File: config.mk
export PLATFORM = sky130hd
export DESIGN_NAME = count_arbiter
export DESIGN_NICKNAME = d
export VERILOG_FILES = /design/src/rtl/count_arbiter.sv
export SDC_FILE = /design/constraint.sdc
export NUM_CORES = 1
export LEC_CHECK = 0
export CAP_MARGIN = 20
export CORE_MARGIN = 4
export CORE_UTILIZATION = 50
export CTS_CLUSTER_DIAMETER = 60
export DETAILED_ROUTE_END_ITERATION = 8
export GPL_TIMING_DRIVEN = 0
export MAX_ROUTING_LAYER = met4
export PLACE_DENSITY = 0.81
export SYNTH_ARGS = -nofsm -noshare
export SYNTH_HDL_FRONTEND = slang
export SYNTH_SLANG_ARGS = --single-unit
export TNS_END_PERCENT = 100
File: constraint.sdc
create_clock -name clk -period 5.1 [get_ports clk]
set_input_delay 0.51 -clock clk [delete_from_list [all_inputs] [get_ports clk]]
set_output_delay 0.51 -clock clk [all_outputs]
set_load 0.01 [all_outputs]
File: src/rtl/count_arbiter.sv
// Round-robin arbiter that shares one tick-paced LED counting engine among
// NUM_REQ requesters; each completed run ends with a one-cycle done pulse.
module count_arbiter #(
    parameter int NUM_REQ   = 4,
    parameter int TICK_DIV  = 1500000,
    parameter int CNT_W     = 4,
    parameter int COUNT_MAX = 15
) (
    input  logic               clk,
    input  logic               rst,
    input  logic [NUM_REQ-1:0] req,
    output logic [NUM_REQ-1:0] grant,
    output logic [NUM_REQ-1:0] done,
    output logic [CNT_W-1:0]   led,
    output logic               busy
);

    localparam int IW = (NUM_REQ > 1) ? $clog2(NUM_REQ) : 1;
    localparam int TW = $clog2(TICK_DIV);

    typedef enum logic [1:0] {
        IDLE = 2'd0,
        RUN  = 2'd1,
        DONE = 2'd2
    } state_t;

    // Handshake: req is a level held by a requester until its done pulse;
    // grant is one-hot while that requester owns the engine; dropping req
    // during the run aborts it with no done pulse.
    state_t             state, state_n;
    logic [TW-1:0]      tick_cnt, tick_cnt_n;
    logic               tick;
    logic [IW-1:0]      owner, owner_n;
    logic [IW-1:0]      last_grant, last_grant_n;
    logic [IW-1:0]      sel;
    logic               sel_valid;
    logic [NUM_REQ-1:0] grant_n, done_n;
    logic [CNT_W-1:0]   led_n;

    function automatic logic [IW-1:0] wrap_idx(input int v);
        return IW'(v % NUM_REQ);
    endfunction

    function automatic logic [NUM_REQ-1:0] one_hot(input logic [IW-1:0] i);
        logic [NUM_REQ-1:0] oh;
        oh    = '0;
        oh[i] = 1'b1;
        return oh;
    endfunction

    // First asserted requester strictly after last_grant, wrapping around.
    always_comb begin
        sel       = '0;
        sel_valid = 1'b0;
        for (int i = 1; i <= NUM_REQ; i++) begin
            if (!sel_valid && req[wrap_idx(int'(last_grant) + i)]) begin
                sel       = wrap_idx(int'(last_grant) + i);
                sel_valid = 1'b1;
            end
        end
    end

    assign tick = (state == RUN) && (tick_cnt == TW'(TICK_DIV - 1));
    assign busy = (state == RUN) || (state == DONE);

    always_comb begin
        state_n      = state;
        tick_cnt_n   = '0;
        owner_n      = owner;
        last_grant_n = last_grant;
        grant_n      = '0;
        done_n       = '0;
        led_n        = '0;
        case (state)
            IDLE: begin
                if (sel_valid) begin
                    state_n = RUN;
                    owner_n = sel;
                    grant_n = one_hot(sel);
                end
            end
            RUN: begin
                grant_n = grant;
                led_n   = led;
                // Abort wins over a coincident tick.
                if (!req[owner]) begin
                    state_n      = IDLE;
                    grant_n      = '0;
                    led_n        = '0;
                    last_grant_n = owner;
                end else if (tick) begin
                    if (led == CNT_W'(COUNT_MAX)) begin
                        state_n = DONE;
                        grant_n = '0;
                        led_n   = '0;
                        done_n  = one_hot(owner);
                    end else begin
                        led_n = led + CNT_W'(1);
                    end
                end else begin
                    tick_cnt_n = tick_cnt + TW'(1);
                end
            end
            DONE: begin
                state_n      = IDLE;
                last_grant_n = owner;
            end
            default: begin
                state_n = IDLE;
            end
        endcase
    end

    always_ff @(posedge clk or posedge rst) begin
        if (rst) begin
            state      <= IDLE;
            tick_cnt   <= '0;
            owner      <= '0;
            last_grant <= IW'(NUM_REQ - 1);
            grant      <= '0;
            done       <= '0;
            led        <= '0;
        end else begin
            state      <= state_n;
            tick_cnt   <= tick_cnt_n;
            owner      <= owner_n;
            last_grant <= last_grant_n;
            grant      <= grant_n;
            done       <= done_n;
            led        <= led_n;
        end
    end

endmodule

Word level (Yosys, flattened, before mapping)
Index checks and enable logic that the tools add are counted.
{"block": "op_classes", "eq_ne": 8, "n_reduce_logical": 16, "add_sub_neg": 6, "order_cmp": 8, "muxes": 45}
{"cell": "$mux W21", "n": 3}
{"cell": "$mux W4", "n": 12}
{"cell": "$add A21 B1 Y21 const B", "n": 1}
{"cell": "$eq A21 B21 Y1 const B", "n": 1}
{"cell": "$lt A2 B3 Y1 const B", "n": 6}
{"cell": "$mux W2", "n": 9}
{"cell": "$mux W1", "n": 11}
{"cell": "$bmux W1 S2", "n": 5}
{"cell": "$pmux W2 S2", "n": 2}
{"cell": "$pmux W4 S2", "n": 1}
{"cell": "$logic_and A1 B1 Y1", "n": 6}
{"cell": "$reduce_and A2 Y1", "n": 3}
{"cell": "$add A2 B1 Y2 const B", "n": 2}
{"cell": "$add A2 B2 Y2 const B", "n": 2}
{"cell": "$add A4 B1 Y4 const B", "n": 1}
{"cell": "$demux W1 S2", "n": 2}
{"cell": "$eq A4 B4 Y1 const B", "n": 1}
{"cell": "$ge A2 B1 Y1 const B", "n": 2}
{"cell": "$ne A2 B2 Y1 const B", "n": 2}
{"cell": "$logic_not A1 Y1", "n": 3}
{"cell": "$ne A3 B2 Y1 const B", "n": 1}
{"cell": "$ne A3 B3 Y1 const B", "n": 1}
{"cell": "$reduce_and A3 Y1", "n": 1}
{"cell": "$eq A2 B1 Y1 const B", "n": 1}
{"cell": "4 further kinds", "n": 4}
{"block": "word_totals", "wordCells": 90, "regBits": 39, "output_inout_bits": 13}

Depth between registers and ports, before layout
{"block": "depth", "ltp_word": 19, "depth_mapped": 7}

Worst setup path after synthesis
OpenSTA, ideal clock, no wires.
{"block": "synth_path", "path_type": "reg2reg", "from": "register tick_cnt[0]", "to": "register tick_cnt[20]", "n_path_buf": 1, "required_ps": 5022, "arrival_ps": 1958, "slack_ps": 3064, "setup_ps": 78, "path_stages_with_launch": 7, "path_cell_list": "dfrtp_1 -> ha_1 -> nand4_1 -> or4_1 -> buf_2 -> or4_1 -> a21oi_1"}
{"block": "synth_between", "elab_chain_cells": 5, "elab_cells_between_ends": 6, "cone_classes": "1 x add/sub; 1 x eq/ne; 3 x mux; 1 x reduce/logical"}
{"item": "start, declared", "line_no": "31", "text": "logic [TW-1:0] tick_cnt, tick_cnt_n;"}
{"item": "start signal, assigned", "line_no": "125", "text": "tick_cnt <= tick_cnt_n;"}
{"item": "parallel branches: the longest is 2 deep, another holds $add A21 B1 Y21"}
{"item": "$mux W21 (*)", "line_no": "91", "text": "end else if (tick) begin"}
{"item": "$mux W21 (*)", "line_no": "86", "text": "if (!req[owner]) begin"}
{"item": "$mux W21 (*)", "line_no": "74", "text": "case (state)"}
{"item": "named net tick_cnt_n[20]", "line_no": "31"}
Mark *: on every way through the listed nets, which the timed path passes.
A chain may end at the register's enable or synchronous reset.

Worst setup path after layout
{"block": "layout_path", "from": "register tick_cnt[10]", "to": "register tick_cnt[10]"}
The elaborated chain is that of the path after synthesis.

==> results.toml <==
[setup_path]
cp-start-kind = "flop"
crit_type = "reg -> reg"
worstPathArrival_ns = 2.58
cp-end-kind = "flop"
critPathRequiredTime_ns = 5.28
worstReg2RegStart = "tick_cnt[10]"
r2r_slack_ns = 2.70
critPathMaxFanout = 10
r2r_cells = 5
r2r_end = "tick_cnt[10]"

[floorplan]
die_area_sq_um = 5092
core_area_sq_um = 3771
rows = 22
die_h_um = 71.36
fp.dieW_um = 71.36
ioPinCount = 19
start_util_pct = 53.22

[min_path]
hold_class = "reg -> reg"
holdPathStages = 1
whs_endpoint = "grant[2]"
hp-start = "grant[2]"

[route]
antenna_left = 0
first_iter_violations = 91
drc = 0
routed_wl_mm = 4.154
dr.pass1.iters = 4
vias_per_cell = 5.874
num_vias = 1627
wire_per_inst_um = 15.00

[place]
placed_area_sq_um = 2247
dp_slack_ns = 2.497
hpwl_mm = 2.959
io_buffers = 18
place_congestion = 0.7957
dp_cells = 269

[timing]
fin_ws_ns = 2.698
finalSetupTns_ns = 0
hold-worst-slack_ns = 0.5015
max_freq_mhz = 416.3
finalHoldViolCount = 0
slew_viol_final = 0
clock_skew_ns = 0.003958
rsz0062_at_grt = "false"
finalCritPeriodShare_pct = 47.10
min_period_ns = 2.402
maxSlewHeadroom_pct = 47.39
setup_viol = 0
worst_pin_slew_ns = 0.7879

[synthesis]
yosys_register_bits = 39
syn_area_sq_um = 2007
synthCells = 203
ys.flop_type = "dfrtp_1"
ys_types = 41
synth_nets = 213
async_flop_share_pct = 100.0
synth-edff-count = 0
avgSynthCellArea_sq_um = 9.886
synth_seq_area_share_pct = 48.75
yosysWarnings = 0

[power_and_ir_drop]
cellLeakagePower_nw = 0.9048
irDropWorstVdd_uv = 187.2
p_int_uw = 593.3
total_power_uw = 887.0
switching_share_pct = 33.11
power_density_nw_per_um2 = 377.9
pwr-share-comb_pct = 29.0
p_switching_uw = 293.7
seq_power_share_pct = 45.0
p_clk_share_pct = 26.0

[finish]
diodes = 0
final_area_sq_um = 2347
fin_nets = 238
utilization_pct = 62.24
area_delta_synth_final_pct = 16.96
fin_cells = 277
drive_gt1_share_pct = 7.860

[clock_tree]
cts_tree = "done"
cts_max_level = 2
postCtsSetupBuffers = 0
clk_latency_ns = 0.29
cts_hold_repair.buffers = 0
cts.sinks = 39
clk_pin_slew_ns = 0.07
numCtsBuffers = 5
root_buffer = "clkbuf_8"
ctsResizeCount = 0
cts_buffer_depth = 2

[grt]
grt_pass1_vias = 1503
gr-total-overflow = 0
grt_use_total_pct = 17.49
antenna_found_initial = 0
grt_max_degree = 40
grt_pass1_wl_mm = 6.900

[run]
max_cap_violations = 0

[status]
outcome = "complete, no violations"
-- layer usage --
metal / wire length, um / vias to the layer above / GRT usage (%)
met5: 0 / - / -
met2: 1894 / 36 / 25.82
met4: 96 / 0 / 7.724
met1: 1953 / 785 / 22.49
li1: - / 796 / -
met3: 211 / 10 / 4.769
-- critical path, stage by stage, from the launching register on --
cell and delay (ns):
dfrtp_1 0.42, nor4b_1 0.49, nand4_1 0.45, o21ai_2 0.54, buf_2 0.31, nor2_1 0.08
-- cells in the final DEF, fill, tap and decap left out, types with 4 or more instances in the layout --
cell              n
nor3_1           11
clkbuf_8          7
a21oi_1          13
xnor2_1          10
or3_1             4
inv_1             9
mux2_1            4
dfrtp_1          37
or4_1             6
nor2_1           17
nand3_1           8
nand4_1           8
o21ai_0           6
clkbuf_1          4
nand2_1          12
clkdlybuf4s50_1  18
ha_1              4
o31ai_1           5
-- synth_stat cells, types with 3 or more instances --
cell type	instances	share of area, %
o31ai_1	5	1.9
mux2_1	4	2.2
nor2_1	17	3.2
or3_1	4	1.2
a21oi_1	13	3.2
dfrtp_1	37	46
inv_1	10	1.9
nor4b_1	3	1.3
xnor2_1	10	4.4
nor2b_1	3	0.94
nor4_1	3	0.94
nor3_1	11	2.7
nand3_1	8	2.0
nand4_1	8	2.5
clkbuf_1	3	0.56
nand2b_1	3	0.94
o21ai_0	6	1.5
xor2_1	3	1.3
nand2_1	12	2.2
buf_2	3	0.75
or4_1	6	2.2
ha_1	4	2.5
-- registers in the layout, indices dropped and copies added (netlist names) --
register	flops
state	2
done	4
owner	2
last_grant	2
grant	4
led	4
tick_cnt	21
-- kinds of logic (layout without fill, tap and decap cells) --
logic type	Yosys count	after routing	synth area share, %
muxes	6	6	3.865
buffers and inverters	16	42	3.179
and+or+nand+nor	90	90	25.19
AOI/OAI and AO/OA	35	35	10.85
adders and majority gates	4	4	2.494
DFF	39	39	48.75
xor gates and xnor gates	13	13	5.673
-- power by group through the flow --
stage | Combinational, mW | Sequential (mW) | Clock [mW]
finish | 0.257 | 0.399 | 0.231
global placement | 0.253 | 0.403 | 0
CTS | 0.259 | 0.399 | 0.236
floorplan | 0.168 | 0.401 | 0
detailed placement | 0.258 | 0.405 | 0
global route | 0.283 | 0.406 | 0.247
-- worst max-delay path by stage --
stage,start,to,depth (start not counted),slack [ns]
CTS,tick_cnt[10],tick_cnt[10],5,2.71
finish,tick_cnt[10],tick_cnt[10],5,2.70
global placement,req[3],tick_cnt[14],7,2.54
floorplan,tick_cnt[0],tick_cnt[20],6,3.06
detailed placement,req[3],tick_cnt[10],7,2.50
global route,tick_cnt[10],tick_cnt[14],5,2.60
-- cell type report --
cell class	count	area, sq um
plain buffers	6	26.28
clock buffers	8	100.1
fillers	312	1424
inverters	10	37.54
multi-input cells	148	964.7
flip-flops and latches	39	978.4
well taps	48	60.06
repair buffers	18	180.2
Power figures use the tool's default switching activity.
